**src/rtl/mfcc_rom_defs.sv**
```systemverilog
// Shared definitions for the melbank ROM read path.
//   MELROM_ADDR_WIDTH / MELROM_DATA_WIDTH : default geometry of the melbank ROMs
//   rd_state_e                            : read initiator command states
package mfcc_rom_defs;

  localparam int MELROM_ADDR_WIDTH = 8;
  localparam int MELROM_DATA_WIDTH = 16;

  typedef enum logic [1:0] {
    ST_IDLE,
    ST_FETCH,
    ST_DRAIN,
    ST_DONE
  } rd_state_e;

endpackage

```
**src/rtl/mfcc_melbank_rom_reader_if.sv**
```systemverilog
// Coefficient stream from the ROM reader to the mel-energy MAC.
//   m_valid/m_ready : handshake, beat moves when both are 1
//   m_data          : coefficient word
//   m_index         : 0-based beat index within the command
//   m_last          : final beat of the command
// master = reader side, slave = consumer side.
interface mfcc_melbank_rom_reader_if
  import mfcc_rom_defs::*;
#(
  parameter int ADDR_WIDTH = MELROM_ADDR_WIDTH,
  parameter int DATA_WIDTH = MELROM_DATA_WIDTH
);

  logic                  m_valid;
  logic                  m_ready;
  logic [DATA_WIDTH-1:0] m_data;
  logic [ADDR_WIDTH:0]   m_index;
  logic                  m_last;

  modport master (
    output m_valid, m_data, m_index, m_last,
    input  m_ready
  );

  modport slave (
    input  m_valid, m_data, m_index, m_last,
    output m_ready
  );

endinterface

```
**src/rtl/mfcc_rom_rd_fifo.sv**
```systemverilog
// Return buffer for ROM words: synchronous FIFO, output taken from registered
// storage so a push is visible on the read side one cycle later.
//   clk, rst_n : clock, asynchronous active-low reset (clears storage too)
//   push_i/din_i : write strobe and word
//   pop_i        : read strobe, ignored when empty
//   dout_o       : head word
//   empty_o, full_o, count_o : occupancy flags
module mfcc_rom_rd_fifo #(
  parameter int WIDTH = 8,
  parameter int DEPTH = 4
) (
  input  logic                     clk,
  input  logic                     rst_n,
  input  logic                     push_i,
  input  logic [WIDTH-1:0]         din_i,
  input  logic                     pop_i,
  output logic [WIDTH-1:0]         dout_o,
  output logic                     empty_o,
  output logic                     full_o,
  output logic [$clog2(DEPTH):0]   count_o
);

  localparam int PW = $clog2(DEPTH);

  logic [WIDTH-1:0] mem_q [DEPTH];
  logic [PW-1:0]    wr_ptr_q, rd_ptr_q;
  logic [PW:0]      count_q;
  logic             do_push, do_pop;

  assign empty_o = (count_q == '0);
  assign full_o  = (count_q == (PW+1)'(DEPTH));
  assign do_pop  = pop_i & ~empty_o;
  // a pop frees the slot being written, so push+pop on a full FIFO is fine
  assign do_push = push_i & (~full_o | do_pop);
  assign dout_o  = mem_q[rd_ptr_q];
  assign count_o = count_q;

  always_ff @(posedge clk or negedge rst_n) begin
    if (!rst_n) begin
      for (int unsigned i = 0; i < DEPTH; i++) begin
        mem_q[i] <= '0;
      end
      wr_ptr_q <= '0;
      rd_ptr_q <= '0;
      count_q  <= '0;
    end else begin
      if (do_push) begin
        mem_q[wr_ptr_q] <= din_i;
        wr_ptr_q        <= wr_ptr_q + 1'b1;
      end
      if (do_pop) begin
        rd_ptr_q <= rd_ptr_q + 1'b1;
      end
      case ({do_push, do_pop})
        2'b10:   count_q <= count_q + 1'b1;
        2'b01:   count_q <= count_q - 1'b1;
        default: count_q <= count_q;
      endcase
    end
  end

endmodule

```
**src/rtl/mfcc_melbank_rom_reader.sv**
```systemverilog
// Read initiator for the melbank coefficient ROMs. A start command walks a
// contiguous (wrapping) address window, tracks the ROM read latency, buffers
// returned words and presents them as a valid/ready stream with index/last.
//   clk, rst_n          : clock, asynchronous active-low reset
//   start, start_addr, length : command (accepted in IDLE only)
//   busy, done          : command in progress / one-cycle completion pulse
//   rom_addr, rom_data  : ROM port (registered address, data after ROM_LATENCY)
//   m                   : coefficient stream (master side)
module mfcc_melbank_rom_reader
  import mfcc_rom_defs::*;
#(
  parameter int ADDR_WIDTH  = MELROM_ADDR_WIDTH,
  parameter int DATA_WIDTH  = MELROM_DATA_WIDTH,
  parameter int ROM_LATENCY = 1,
  parameter int FIFO_DEPTH  = 4
) (
  input  logic                      clk,
  input  logic                      rst_n,
  input  logic                      start,
  input  logic [ADDR_WIDTH-1:0]     start_addr,
  input  logic [ADDR_WIDTH:0]       length,
  output logic                      busy,
  output logic                      done,
  output logic [ADDR_WIDTH-1:0]     rom_addr,
  input  logic [DATA_WIDTH-1:0]     rom_data,
  mfcc_melbank_rom_reader_if.master m
);

  localparam int PIPE_W = ROM_LATENCY + 1;
  localparam int CNT_W  = $clog2(FIFO_DEPTH) + 1;
  localparam int FIFO_W = 1 + (ADDR_WIDTH + 1) + DATA_WIDTH;

  rd_state_e             state_q, state_d;
  logic [ADDR_WIDTH-1:0] addr_q, addr_d;
  logic [ADDR_WIDTH-1:0] rom_addr_q, rom_addr_d;
  logic [ADDR_WIDTH:0]   len_q, len_d;
  logic [ADDR_WIDTH:0]   issued_q, issued_d;
  logic [ADDR_WIDTH:0]   pushed_q, pushed_d;
  // bit 0: rom_addr holds a freshly issued address; bit ROM_LATENCY: its
  // data is on rom_data this cycle and gets pushed
  logic [PIPE_W-1:0]     pipe_q, pipe_d;

  logic                  issue, push, pop, credit;
  logic [CNT_W-1:0]      inflight, fifo_count;
  logic [CNT_W:0]        occupancy;
  logic                  fifo_empty, fifo_full;
  logic [FIFO_W-1:0]     fifo_din, fifo_dout;

  assign push     = pipe_q[ROM_LATENCY];
  assign pop      = m.m_valid & m.m_ready;
  assign fifo_din = {(pushed_q == len_q - 1'b1), pushed_q, rom_data};

  // Credit uses registered occupancy only, so m_ready never reaches rom_addr.
  always_comb begin
    inflight = '0;
    for (int unsigned i = 0; i < PIPE_W; i++) begin
      inflight = inflight + CNT_W'(pipe_q[i]);
    end
    occupancy = {1'b0, fifo_count} + {1'b0, inflight};
    credit    = ~fifo_full && (occupancy < (CNT_W+1)'(FIFO_DEPTH));
  end

  always_comb begin
    state_d    = state_q;
    addr_d     = addr_q;
    rom_addr_d = rom_addr_q;
    len_d      = len_q;
    issued_d   = issued_q;
    pushed_d   = pushed_q;
    issue      = 1'b0;
    pipe_d     = '0;

    unique case (state_q)
      ST_IDLE: begin
        if (start) begin
          len_d    = length;
          pushed_d = '0;
          if (length == '0) begin
            state_d = ST_DONE;
          end else begin
            // first address goes out straight from IDLE (pipeline empty,
            // FIFO drained) so rom_addr is valid the cycle after start
            issue      = 1'b1;
            rom_addr_d = start_addr;
            addr_d     = start_addr + 1'b1;
            issued_d   = (ADDR_WIDTH+1)'(1);
            state_d    = (length == (ADDR_WIDTH+1)'(1)) ? ST_DRAIN : ST_FETCH;
          end
        end
      end
      ST_FETCH: begin
        if (credit) begin
          issue      = 1'b1;
          rom_addr_d = addr_q;
          addr_d     = addr_q + 1'b1;
          issued_d   = issued_q + 1'b1;
          if (issued_q + 1'b1 == len_q) begin
            state_d = ST_DRAIN;
          end
        end
      end
      ST_DRAIN: begin
        if ((inflight == '0) && pop && m.m_last) begin
          state_d = ST_DONE;
        end
      end
      ST_DONE: begin
        state_d = ST_IDLE;
      end
      default: begin
        state_d = ST_IDLE;
      end
    endcase

    if (push) begin
      pushed_d = pushed_q + 1'b1;
    end

    pipe_d[0] = issue;
    for (int unsigned i = 1; i < PIPE_W; i++) begin
      pipe_d[i] = pipe_q[i-1];
    end
  end

  always_ff @(posedge clk or negedge rst_n) begin
    if (!rst_n) begin
      state_q    <= ST_IDLE;
      addr_q     <= '0;
      rom_addr_q <= '0;
      len_q      <= '0;
      issued_q   <= '0;
      pushed_q   <= '0;
      pipe_q     <= '0;
    end else begin
      state_q    <= state_d;
      addr_q     <= addr_d;
      rom_addr_q <= rom_addr_d;
      len_q      <= len_d;
      issued_q   <= issued_d;
      pushed_q   <= pushed_d;
      pipe_q     <= pipe_d;
    end
  end

  mfcc_rom_rd_fifo #(
    .WIDTH (FIFO_W),
    .DEPTH (FIFO_DEPTH)
  ) u_fifo (
    .clk     (clk),
    .rst_n   (rst_n),
    .push_i  (push),
    .din_i   (fifo_din),
    .pop_i   (pop),
    .dout_o  (fifo_dout),
    .empty_o (fifo_empty),
    .full_o  (fifo_full),
    .count_o (fifo_count)
  );

  assign busy      = (state_q == ST_FETCH) || (state_q == ST_DRAIN);
  assign done      = (state_q == ST_DONE);
  assign rom_addr  = rom_addr_q;
  assign m.m_valid = ~fifo_empty;
  assign {m.m_last, m.m_index, m.m_data} = fifo_dout;

endmodule
```
**src/flat_wrapper.sv**
```systemverilog
// flat-port wrapper written by rule: the top's interface ports become plain ports
module mfcc_melbank_rom_reader_flat import mfcc_rom_defs::*;
#(
  parameter int ADDR_WIDTH  = MELROM_ADDR_WIDTH,
  parameter int DATA_WIDTH  = MELROM_DATA_WIDTH,
  parameter int ROM_LATENCY = 1,
  parameter int FIFO_DEPTH  = 4
)
  (clk, rst_n, start, start_addr, length, busy, done, rom_addr, rom_data, m_m_valid, m_m_data, m_m_index, m_m_last, m_m_ready);
  mfcc_melbank_rom_reader_if #(.ADDR_WIDTH(ADDR_WIDTH), .DATA_WIDTH(DATA_WIDTH)) m_i ();
  input  logic clk;
  input  logic rst_n;
  input  logic start;
  input  logic [ADDR_WIDTH-1:0] start_addr;
  input  logic [ADDR_WIDTH:0] length;
  output logic busy;
  output logic done;
  output logic [ADDR_WIDTH-1:0] rom_addr;
  input  logic [DATA_WIDTH-1:0] rom_data;
  output wire logic [$bits(m_i.m_valid)-1:0] m_m_valid;
  output wire logic [$bits(m_i.m_data)-1:0] m_m_data;
  output wire logic [$bits(m_i.m_index)-1:0] m_m_index;
  output wire logic [$bits(m_i.m_last)-1:0] m_m_last;
  input wire logic [$bits(m_i.m_ready)-1:0] m_m_ready;
  assign m_m_valid = m_i.m_valid;
  assign m_m_data = m_i.m_data;
  assign m_m_index = m_i.m_index;
  assign m_m_last = m_i.m_last;
  assign m_i.m_ready = m_m_ready;
  mfcc_melbank_rom_reader #(.ADDR_WIDTH(ADDR_WIDTH), .DATA_WIDTH(DATA_WIDTH), .ROM_LATENCY(ROM_LATENCY), .FIFO_DEPTH(FIFO_DEPTH)) u_core (.clk(clk), .rst_n(rst_n), .start(start), .start_addr(start_addr), .length(length), .busy(busy), .done(done), .rom_addr(rom_addr), .rom_data(rom_data), .m(m_i));
endmodule
```
**config.mk**
```make
export PLATFORM = sky130hd
export DESIGN_NAME = mfcc_melbank_rom_reader_flat
export DESIGN_NICKNAME = d
export VERILOG_FILES = /design/src/rtl/mfcc_rom_defs.sv /design/src/rtl/mfcc_melbank_rom_reader_if.sv /design/src/rtl/mfcc_rom_rd_fifo.sv /design/src/rtl/mfcc_melbank_rom_reader.sv /design/src/flat_wrapper.sv
export SDC_FILE = /design/constraint.sdc
export NUM_CORES = 1
export LEC_CHECK = 0
export BUFFER_PORTS_ARGS = -buffer_cell sky130_fd_sc_hd__buf_2
export CORE_UTILIZATION = 55
export DETAILED_ROUTE_END_ITERATION = 7
export GPL_TIMING_DRIVEN = 0
export PLACE_DENSITY = 0.75
export SYNTH_ARGS = -nofsm -noshare
export SYNTH_HDL_FRONTEND = slang
export SYNTH_SLANG_ARGS = --single-unit
```
**constraint.sdc**
```tcl
create_clock -name clk -period 3.9 [get_ports clk]
set_clock_uncertainty 0.2 [all_clocks]
set_input_delay 1.17 -clock clk [delete_from_list [all_inputs] [get_ports clk]]
set_output_delay 1.17 -clock clk [all_outputs]
set_load 0.05 [all_outputs]
```
# After elaboration in Yosys (flattened, before gate mapping)

Index checks and enable logic that the tools add are counted.

Register bits: 158
Latch bits: 0
RAM bits: 0
ROM bits: 0
Word-level logic and storage cells: 101
Memories kept: 0

Add/subtract/negate cells: 11
Multipliers: 0
Div/mod/pow operators: 0
Order comparisons: 4
Equality and inequality tests: 14
Shift-type cells: 0
Multiplexer cells: 33
Bitwise gates (word level): 8
Reduce and logical (&&, ||, !) cells: 17

Operators by type and width:

| cell                                                     | number |
|---|---|
| bitwise mux 104 bit                                      | 1 |
| 2-to-1 mux 26 bit                                        | 3 |
| 2-to-1 mux 9 bit                                         | 6 |
| binary-select mux 26 bit (select 2 bit)                  | 1 |
| demux 26 bit (select 2 bit)                              | 1 |
| 2-to-1 mux 8 bit                                         | 6 |
| case mux 8 bit (2 select lines)                          | 2 |
| adder 9 x 1 -> 9 bit, second input constant              | 2 |
| equality test 9 bit                                      | 2 |
| case mux 9 bit (2 select lines)                          | 1 |
| adder 8 x 1 -> 8 bit, second input constant              | 2 |
| 2-to-1 mux 2 bit                                         | 6 |
| equality test 9 x 1 -> 1 bit, second input constant      | 1 |
| logical NOT 9 bit                                        | 1 |
| subtractor 9 x 1 -> 9 bit, second input constant         | 1 |
| case mux 2 bit (4 select lines)                          | 1 |
| AND reduction 4 bit                                      | 2 |
| nonzero test 2 bit                                       | 4 |
| equality test 2 bit, second input constant               | 3 |
| greater-or-equal comparator 3 bit, second input constant | 2 |
| logical NOT 3 bit                                        | 2 |
| != test 2 x 1 -> 1 bit, second input constant            | 3 |
| inverter 2 -> 3 bit                                      | 2 |
| case mux 3 bit (2 select lines)                          | 1 |
| other kinds (19)                                         | 31 |

# Logic depth before layout (Yosys ltp)

Gate-level depths: netlist of run 1.

Depth after elaboration: 8
Depth in mapped cells: 11

# Modules after synthesis

A second synthesis of run 1 with hierarchy kept.

Cell total of the unflattened synthesis: 595
Area, all modules: 7835.0 um^2

Modules (own cells, without submodules):

| module                  | instances | cells each | area each (um^2) |
|---|---|---|---|
| mfcc_rom_rd_fifo        | 1         | 289        | 4924.7 |
| mfcc_melbank_rom_reader | 1         | 306        | 2910.3 |

# Worst setup path after synthesis of run 1

No wires, ideal clock.

Path kind: flip-flop to output port
From: reg u_core.u_fifo.rd_ptr_q[0]
To: out m_m_index[1]
Data arrival time: 1.803 ns
Slack: 0.727 ns
Cell stages (with the launch flop): 4
Buffers on the path: 2
Path through: dfrtp_1 -> buf_2 -> buf_1 -> mux4_2

Word-level cells in the longest chain between the ends: 4

RTL lines:

| element                                               | RTL line               | source |
|---|---|---|
| start, declared                                       | mfcc_rom_rd_fifo.sv:26 | `logic [PW-1:0] wr_ptr_q, rd_ptr_q;` |
| start signal, assigned                                | mfcc_rom_rd_fifo.sv:52 | `rd_ptr_q <= rd_ptr_q + 1'b1;` |
| inverter 2 -> 3 bit (not written as such)             | mfcc_rom_rd_fifo.sv:35 | `assign dout_o = mem_q[rd_ptr_q];` |
| binary-select mux 26 bit (select 2 bit)               | mfcc_rom_rd_fifo.sv:35 |  |
| 2-to-1 mux 26 bit (not written as such) (2 in series) | mfcc_rom_rd_fifo.sv:35 |  |
| end, declared                                         | flat_wrapper.sv:22     | `output wire logic [$bits(m_i.m_index)-1:0] m_m_index;` |

Every way passes these cells. The select of a mux whose other input is x is not followed.

# Final worst setup path of run 1

From: reg u_core.u_fifo.rd_ptr_q[1]
To: out m_m_index[1]

The elaborated chain is that of the path after synthesis.

==> impl_metrics.ini, run 1 <==
[worst_setup_path]
reg2reg_depth = 11
rr_endpoint = u_core.addr_q[6]$_DFFE_PN0P_
worstPathArrival_ps = 2400
reg2reg_slack_ps = 680
r2r_start = u_core.state_q[1]$_DFFE_PN0P_
worstSetupPathType = reg2out
path_max_fanout = 10
worstSetupEndpointType = primary output
cp-start-kind = flip-flop
cp.required_ps = 2530

[grt]
met3_usage_pct = 4.96
grt.met1_usage_pct = 31.3
grt_pass1_wl_mm = 27.4
grt_overflow = 0
grtUsageTotal_pct = 24.5
antenna_found_initial = 0
grt_max_degree = 89
gr-usage-met2_pct = 40.6
grt_pass1_vias = 5515
top_usage_layer = met2

[logic_synthesis]
synth_fa_ha_area_share_pct = 2.94
synth_compound_gate_area_share_pct = 6.65
synth_cell_type_count = 62
syn_area_sq_um = 7920
yosysWarningCount = 0
synth_simple_gate_area_share_pct = 7.81
synth-seq-cells = 158
netlist_top_cells_area = dfrtp_1, mux2_2, mux4_2
synth_flop_cell = dfrtp_1
synth-seq-area-share_pct = 49.9
async_flop_share_pct = 100
synth_top_family_by_area = multiplexers
synthCells = 623
synth.top_cell.area_share_pct = 49.9
yosys.area_share.xor_xnor_pct = 3.97
muxShareOfSynthArea_pct = 25.4
synth_edf_count = 0
synth_nets = 678
syn_avg_cell_area_sq_um = 12.7
synth_top_cell_by_area = dfrtp_1

[worst_hold_path]
worstHoldPathType = reg2reg
whs_endpoint = u_core.pipe_q[1]$_DFF_PN0_
min_from = u_core.pipe_q[0]$_DFF_PN0_
worstHoldPathCells = 0

[sta]
finalSetupViolations = 0
period_share_pct = 96.7
setup_tns_ps = 0
whs_ps = 222
finalMaxSlewViolations = 0
tightest_slew_ps = 662
fmax_ghz = 0.265
slew_headroom_pct = 55.9
rsz0062_at_grt = no
final_hold_viol_count = 0
fin_crit_ps = 3770
worst_slack_ps = 127

[routing]
drc = 0
vias = 5369
drtIter0Drc = 335
drt_pass1_iterations = 8
antenna_left = 0
wl_mm = 16.7
vias_per_cell = 5.93
wire_per_inst_microns = 18.5

[placement]
dp_slack_ps = 336
place_congestion = 0.892
port_buffers = 73
dp.final_hpwl_mm = 11.7

[floorplanning]
die_w_microns = 122
design.core.area_sq_um = 13900
die_h_microns = 122
initial_core_util_pct = 56.8
die_area_sq_um = 14900
num_rows = 43
io_pins = 74

[power]
seqPwrFrac_pct = 32.7
p_comb_share_pct = 50.8
leakage_nw = 4.11
power_switching_mw = 3.65
clkPwrFrac_pct = 16.6
swShare_pct = 42.7
power_mw = 8.55
power_density_nw_per_um2 = 945
internal-power_mw = 4.90
peakVddDrop_mv = 0.393

[flow_run]
cap_violations = 0

[cts]
cts_root_buf = clkbuf_16
clk_pin_slew_ps = 60
insertion_delay_ps = 420
clock_sinks = 158
cts_inserted_buffers = 17
htree_num_levels = 4
cts_hold_buf = 0
cts_tree = built
clockBufferDepth = 2
post_cts_buffers = 0
cts_resized = 1

[cells_and_area]
area_growth_syn_to_layout_pct = 14.2
drive_above_1_share_pct = 37.3
n_antenna_cell = 0
final_util_pct = 64.9
finish.net_count = 771

[status]
outcome = finished clean
-- logic make-up (layout without fill, tap and decap cells) --
kind of cell / after synthesis / count (layout)
muxes: 153 / 153
and+or+nand+nor: 119 / 119
adders and majority gates: 18 / 18
AOI/OAI and AO/OA: 78 / 78
DFF: 158 / 158
xor gates and xnor gates: 35 / 35
buffers and inverters: 62 / 165
-- worst max-delay path: stages, from the launching register on --
cell      delay [ps]
dfrtp_1          320
clkbuf_1         440
clkbuf_1         560
mux4_2           430
buf_2            230
-- through the flow --
step	area [sq um]	cells
global placement	8510	876
CTS	9040	906
finish	9040	906
floorplan	7920	623
global route	9040	906
detailed placement	8540	877
-- area by class of cell --
class                           count  area [sq um]
Fill cell                        1074          4890
Clock inverter                      7          43.8
Timing Repair Buffer               74           399
Inverter                           19          71.3
Buffer                             43           195
Multi-Input combinational cell    403          3700
Clock buffer                       22           454
Tap cell                          180           225
Sequential cell                   158          3950
-- routing by layer --
metal | routed length, microns | vias up
met5 | 0 | -
met4 | 364 | 0
met3 | 736 | 23
met2 | 8650 | 145
met1 | 7000 | 2757
li1 | - | 2444
-- cells in the final DEF (no fill, tap or decap), drive strengths merged, types with 7 or more instances in the layout --
| master | count |
|---|---|
| dfrtp | 158 |
| nand3 | 28 |
| mux2 | 117 |
| xor2 | 15 |
| a21oi | 13 |
| clkbuf | 45 |
| xnor2 | 20 |
| inv | 19 |
| o21ai | 27 |
| nor3 | 9 |
| nand2 | 35 |
| ha | 17 |
| mux4 | 26 |
| buf | 94 |
| mux2i | 10 |
| o22ai | 7 |
| nor2 | 15 |
-- cell usage after synthesis (all sizes together), types with 2 or more instances --
cell	number
nor2	15
mux2i	10
buf	20
a21o	5
nand2b	2
nor4	5
nand4	5
nor4b	2
a221oi	2
nor3	9
o22ai	7
a211oi	2
a32oi	2
xnor2	20
nand3b	3
and4	3
a22o	4
and3	2
nor2b	3
clkbuf	23
dfrtp	158
nand3	28
mux2	117
ha	17
xor2	15
nand2	35
inv	19
a311oi	2
o21bai	2
o21ai	27
or4	2
a21oi	13
mux4	26
-- worst max path at each step --
stage	start	end
floorplan	u_core.u_fifo.rd_ptr_q[0]$_DFFE_PN0P_	m_m_index[1]
global placement	rst_n	u_core.len_q[3]$_DFFE_PN0P_
detailed placement	u_core.u_fifo.rd_ptr_q[0]$_DFFE_PN0P_	m_m_index[1]
CTS	u_core.u_fifo.rd_ptr_q[1]$_DFFE_PN0P_	m_m_data[14]
global route	u_core.u_fifo.rd_ptr_q[1]$_DFFE_PN0P_	m_m_index[1]
finish	u_core.u_fifo.rd_ptr_q[1]$_DFFE_PN0P_	m_m_index[1]
-- registers in the layout, summed over array words and instances (netlist names) --
| name | flops |
|---|---|
| u_core.u_fifo.mem_q | 104 |
| u_core.issued_q | 9 |
| u_core.len_q | 9 |
| u_core.pushed_q | 9 |
| u_core.addr_q | 8 |
| u_core.rom_addr | 8 |
| u_core.u_fifo.count_o | 3 |
| u_core.pipe_q | 2 |
| u_core.state_q | 2 |
| u_core.u_fifo.rd_ptr_q | 2 |
| u_core.u_fifo.wr_ptr_q | 2 |
-- power groups by stage --
stage / combinational, mW / clock [mW] / sequential (mW)
2_1_floorplan: 3.36 / 0 / 2.81
3_3_place_gp: 4.20 / 0 / 2.74
3_5_place_dp: 4.35 / 0 / 2.81
4_1_cts: 4.37 / 1.45 / 2.79
5_1_grt: 4.69 / 1.54 / 2.88
6_report: 4.34 / 1.42 / 2.79
No activity file was read; power rests on OpenSTA's default activity.
==> inputs of run 2 (changes only) <==
--- a/config.mk
+++ b/config.mk
@@ -12,4 +12,5 @@
 export PLACE_DENSITY = 0.75
 export SYNTH_ARGS = -nofsm -noshare
 export SYNTH_HDL_FRONTEND = slang
+export SYNTH_HIERARCHICAL = 1
 export SYNTH_SLANG_ARGS = --single-unit
==> run 2 against run 1 <==
Count of clock-buffer cells in the layout shrank 4. Via count fell by 3.8%. Wire length is 1.3% lower. Clock power up 20%. Largest cell class unchanged. Hold slack worse by 16 ps. Die area is 1.0% lower. Sequential power grew 1%. Global-route usage barely moved.
==> impl_metrics.ini, run 2 <==
[logic_synthesis]
synth_top_cell_by_area = dfrtp_1
synth_nets = 650
synth_simple_gate_area_share_pct = 7.44
yosys.area_share.xor_xnor_pct = 4.47
async_flop_share_pct = 100
synth_flop_cell = dfrtp_1
syn_avg_cell_area_sq_um = 13.2
syn_area_sq_um = 7840
synth-seq-cells = 158
synth_top_family_by_area = multiplexers
synth-seq-area-share_pct = 50.5
synth_common_cells = dfrtp_1, mux2_2, o21ai_0
yosysWarningCount = 6
synth_compound_gate_area_share_pct = 6.42
synth_cell_type_count = 55
synth.most_common_cell = dfrtp_1
synth_fa_ha_area_share_pct = 2.97
synth.top_cell.area_share_pct = 50.5
synthCells = 595
synth_edf_count = 0
netlist_top_cells_area = dfrtp_1, mux2_2, mux4_2
muxShareOfSynthArea_pct = 25.3

[cts]
insertion_delay_ps = 420
cts_root_buf = clkbuf_16
clockBufferDepth = 2
cts_tree = built
clk_pin_slew_ps = 60
cts_hold_buf = 0
clock_sinks = 158
cts_inserted_buffers = 17
htree_num_levels = 4

[sta]
finalSetupViolations = 0
final_hold_viol_count = 0
period_share_pct = 93.6
fin_crit_ps = 3650
rsz0062_at_grt = no
fmax_ghz = 0.274
worst_slack_ps = 250
tightest_slew_ps = 740
slew_headroom_pct = 50.7
whs_ps = 206
finalMaxSlewViolations = 0

[power]
internal-power_mw = 5.00
swShare_pct = 42.7
power_density_nw_per_um2 = 962
p_comb_share_pct = 48.1
peakVddDrop_mv = 0.610
leakage_nw = 4.01
seqPwrFrac_pct = 32.4
power_switching_mw = 3.72
clkPwrFrac_pct = 19.5

[cells_and_area]
finish.net_count = 743
largest_register = u_core/u_fifo/mem_q
area_growth_syn_to_layout_pct = 15.8
layout_common_cells = dfrtp_1, mux2_2, buf_2
n_antenna_cell = 0
largest_reg_flops = 104
final_common_cell = dfrtp_1
final_util_pct = 65.3
drive_above_1_share_pct = 39.5

[worst_setup_path]
critPathBufInv = 3
cpMostUsedCell = buf_2
worstSetupEndpointType = primary output
cp_slowest_cell = mux4_2
crit_family = buffers and inverters
slowest_delay_ps = 570
cp.required_ps = 2530
cp_cell_sequence = buf_2 > buf_2 > mux4_2 > buf_2
worstPathArrival_ps = 2280
worstSetupPathType = reg2out
path_max_fanout = 10
cp-start-kind = flip-flop

[placement]
dp.final_hpwl_mm = 11.4
port_buffers = 73
place_congestion = 0.848
dp_slack_ps = 447

[routing]
drtIter0Drc = 238
wl_mm = 16.5
vias = 5163
antenna_left = 0
wire_per_inst_microns = 18.8
drt_pass1_iterations = 7
drc = 0
vias_per_cell = 5.86

[floorplanning]
num_rows = 43
design.core.area_sq_um = 13900
die_h_microns = 121
initial_core_util_pct = 56.4
die_area_sq_um = 14700
die_w_microns = 121
io_pins = 74

[status]
outcome = finished clean

[flow_run]
cap_violations = 0

[grt]
grt_pass1_vias = 5380
grtUsageTotal_pct = 24.5
grt_pass1_wl_mm = 27.2
grt_max_degree = 82
antenna_found_initial = 0
grt_overflow = 0

[worst_hold_path]
worstHoldPathType = reg2reg
-- run 2: changes by cell type after synthesis, sizes merged, moves of 4 or more --
cell	before	now
xor2	15	19
o31ai	1	6
a21o	5	1
o21ai	27	35
nand3	28	21
clkbuf	23	6
-- run 2: repair_timing --
item	CTS	global route
setup buffers	0	0
setup endpoints to repair	0	9
gates resized for setup	0	1
-- run 2: cell type report --
type                       count  area, sq um
clock inverter                14          170
clock buffer                  18          439
fill                        1033         4810
buffer                        25          173
multi-input combinational    396         3650
inverter                      16         60.1
sequential                   158         3950
timing repair buffer          74          399
tap                          180          225
-- run 2: per-layer routing --
layer	global-route usage (%)	share of wire [%]
met1	31.1	43
met2	41.4	51
met3	4.79	4.4
met4	9.26	1.5
met5	0	0
-- run 2: kinds of logic (layout without fill, tap and decap cells) --
family / count (synthesis) / after routing
AO/OA/AOI/OAI: 79 / 79
XOR/XNOR: 40 / 40
adder cells (fa/ha/maj): 18 / 18
buffers and inverters: 41 / 147
flip-flops: 158 / 158
multiplexers: 151 / 151
AND/OR/NAND/NOR: 108 / 108
-- run 2: power by group through the flow --
stage	Sequential, mW	Clock (mW)	Combinational [mW]
2_1_floorplan	2.82	0	3.23
3_3_place_gp	2.77	0	4.05
3_5_place_dp	2.84	0	4.20
4_1_cts	2.83	1.74	4.22
5_1_grt	2.91	1.80	4.52
6_report	2.83	1.70	4.20
-- run 2: through the flow --
step / total power, mW / TNS (ps) / cells / area, sq um
after floorplan: 6.04 / 0 / 595 / 7840
after global placement: 6.82 / -106890 / 848 / 8430
after detailed placement: 7.04 / 0 / 849 / 8460
after CTS: 8.78 / 0 / 881 / 9070
after global routing: 9.23 / 0 / 881 / 9070
final: 8.72 / 0 / 881 / 9070
-- run 2: final timing paths --
check	from	endpoint	slack, ps	cells after the start
setup reg to reg	u_core/pipe_q[1]$_DFF_PN0_	u_core/issued_q[5]$_DFFE_PN0P_	970	10
min in group asynchronous	rst_n	u_core/rom_addr[1]$_DFFE_PN0P_	580	1
hold / removal	u_core/pipe_q[0]$_DFF_PN0_	u_core/pipe_q[1]$_DFF_PN0_	210	0
hold reg to reg	u_core/pipe_q[0]$_DFF_PN0_	u_core/pipe_q[1]$_DFF_PN0_	210	0
max in group asynchronous	rst_n	u_core/u_fifo/mem_q[79]$_DFFE_PN0P_	2100	2
setup / recovery	u_core/u_fifo/rd_ptr_q[0]$_DFFE_PN0P_	m_m_data[7]	250	4
==> inputs of run 3 (changes only) <==
--- a/config.mk
+++ b/config.mk
@@ -6,10 +6,9 @@
 export NUM_CORES = 1
 export LEC_CHECK = 0
 export BUFFER_PORTS_ARGS = -buffer_cell sky130_fd_sc_hd__buf_2
-export CORE_UTILIZATION = 55
+export CORE_UTILIZATION = 30
 export DETAILED_ROUTE_END_ITERATION = 7
 export GPL_TIMING_DRIVEN = 0
-export PLACE_DENSITY = 0.75
 export SYNTH_ARGS = -nofsm -noshare
 export SYNTH_HDL_FRONTEND = slang
 export SYNTH_HIERARCHICAL = 1
==> run 3 against run 2 <==
Non-clock buffer count unchanged. Cell area is 1.9% higher. First-iteration DRC count increased by 24%. Register-to-register slack better by 80 ps. Final cell count grew 17%. Power decreased by 1.5%. Maximum frequency is 0.41% lower. Flip-flop and latch count unchanged.
==> impl_metrics.ini, run 3 (same netlist as run 2, synthesis figures left out) <==
[worst_setup_path]
cp.required_ps = 2530
cpMostUsedCell = buf_2
worstSetupEndpointType = primary output
path_max_fanout = 10
worstPathArrival_ps = 2290
worstSetupPathType = reg2out
critPathBufInv = 3
crit_family = buffers and inverters
slowest_delay_ps = 580
cp_cell_sequence = buf_2 > buf_2 > mux4_2 > buf_2
cp_slowest_cell = mux4_2
cp-start-kind = flip-flop

[cts]
cts_resized = 1
clk_pin_slew_ps = 70
cts_root_buf = clkbuf_16
cts_tree = built
post_cts_buffers = 0
cts_inserted_buffers = 17
htree_num_levels = 4
cts_hold_buf = 0
clockBufferDepth = 2
clock_sinks = 158
insertion_delay_ps = 430

[routing]
wire_per_inst_microns = 16.3
vias_per_cell = 4.89
vias = 5049
drc = 0
drt_pass1_iterations = 4
drtIter0Drc = 294
antenna_left = 0
wl_mm = 16.9

[power]
leakage_nw = 4.00
peakVddDrop_mv = 0.509
power_density_nw_per_um2 = 930

[cells_and_area]
final_area_sq_um = 9240
finish.net_count = 743
area_growth_syn_to_layout_pct = 18.0
largest_register = u_core/u_fifo/mem_q
layout_common_cells = dfrtp_1, mux2_2, buf_2
final_common_cell = dfrtp_1
fill_cells = 2514
drive_above_1_share_pct = 39.5
largest_reg_flops = 104

[sta]
tightest_slew_ps = 705
finalMaxSlewViolations = 0
fmax_ghz = 0.273
final_hold_viol_count = 0
period_share_pct = 94.0
finalSetupViolations = 0
rsz0062_at_grt = no
fin_crit_ps = 3660
slew_headroom_pct = 52.6
worst_slack_ps = 236
setup_tns_ps = 0

[grt]
grt_overflow = 0
grt_pass1_wl_mm = 27.8
grt_max_degree = 87
antenna_found_initial = 1
grt_pass1_vias = 5134
grtUsageTotal_pct = 13.5

[placement]
place_congestion = 0.745
port_buffers = 73
dp.final_hpwl_mm = 11.6
dp_slack_ps = 435
placed_area_sq_um = 8650

[flow_run]
cap_violations = 0

[floorplanning]
die_area_sq_um = 26800
initial_core_util_pct = 30.8
num_rows = 58
die_w_microns = 164
die_h_microns = 164
design.core.area_sq_um = 25400
io_pins = 74

[worst_hold_path]
worstHoldPathType = reg2reg

[status]
outcome = finished clean
## run 3: cell count changes in the layout (fill, tap and decap cells not counted)
cell / previous run / this run
buf_2: 80 / 81
clkbuf_8: 1 / 0
inv_6: 6 / 2
bufinv_16: 2 / 0
clkbuf_2: 1 / 0
diode_2: 0 / 1
inv_8: 3 / 8
buf_6: 9 / 8
buf_8: 0 / 1
clkinv_8: 0 / 2
## run 3: per-layer routing
layer,routed length (microns),global-route usage (%)
met4,147,3.91
met2,7910,21.2
met1,8090,18.2
met5,0,0
met3,718,3.45
## run 3: worst reg2reg max path: stages (launching register included)
cell and delay (ps):
dfrtp_1 470, nor3_1 270, nor2b_1 150, nor4b_4 390, nand2b_1 250, ha_1 210, inv_1 60, fa_1 370
xor2_1 150, nor2_1 120, xor2_1 150
## run 3: cell type report
cell class	instances	area [sq um]	share of cell area [%]
multi-input combinational	396	3650	39.5
inverter	16	60.1	0.650
buffer	25	173	1.87
sequential	158	3950	42.8
timing repair buffer	74	403	4.36
antenna	1	2.50	0.0271
tap	330	413	4.47
clock buffer	17	425	4.60
clock inverter	15	164	1.77
## run 3: final timing paths
| check | from | endpoint | slack (ps) | cells after the start |
|---|---|---|---|---|
| worst max-delay path | u_core/u_fifo/rd_ptr_q[0]$_DFFE_PN0P_ | m_m_index[8] | 240 | 4 |
| worst min-delay path | u_core/pipe_q[0]$_DFF_PN0_ | u_core/pipe_q[1]$_DFF_PN0_ | 250 | 0 |
| worst max register to register | u_core/u_fifo/count_o[0]$_DFFE_PN0P_ | u_core/u_fifo/count_o[2]$_DFFE_PN0P_ | 1050 | 10 |
| worst min register to register | u_core/pipe_q[0]$_DFF_PN0_ | u_core/pipe_q[1]$_DFF_PN0_ | 250 | 0 |
| max in group asynchronous | rst_n | u_core/u_fifo/mem_q[8]$_DFFE_PN0P_ | 2160 | 2 |
| min in group asynchronous | rst_n | u_core/rom_addr[0]$_DFFE_PN0P_ | 510 | 1 |
## run 3: metrics by stage
step | utilization [%] | std cells | power [mW] | hold WS, ps
detailed placement | 34.1 | 999 | 7.02 | 216
CTS | 36.4 | 1031 | 8.72 | 246
finish | 36.4 | 1032 | 8.60 | 254
floorplan | - | 595 | 6.04 | 180
global route | 36.4 | 1031 | 9.16 | 254
global placement | 33.9 | 998 | 6.95 | 222
## run 3: power by group
part	internal [mW]	switching, mW	leakage (nW)	total [mW]
clock network	0.864	0.785	0.285	1.65
logic	1.69	2.45	1.76	4.14
registers	2.31	0.488	1.96	2.80
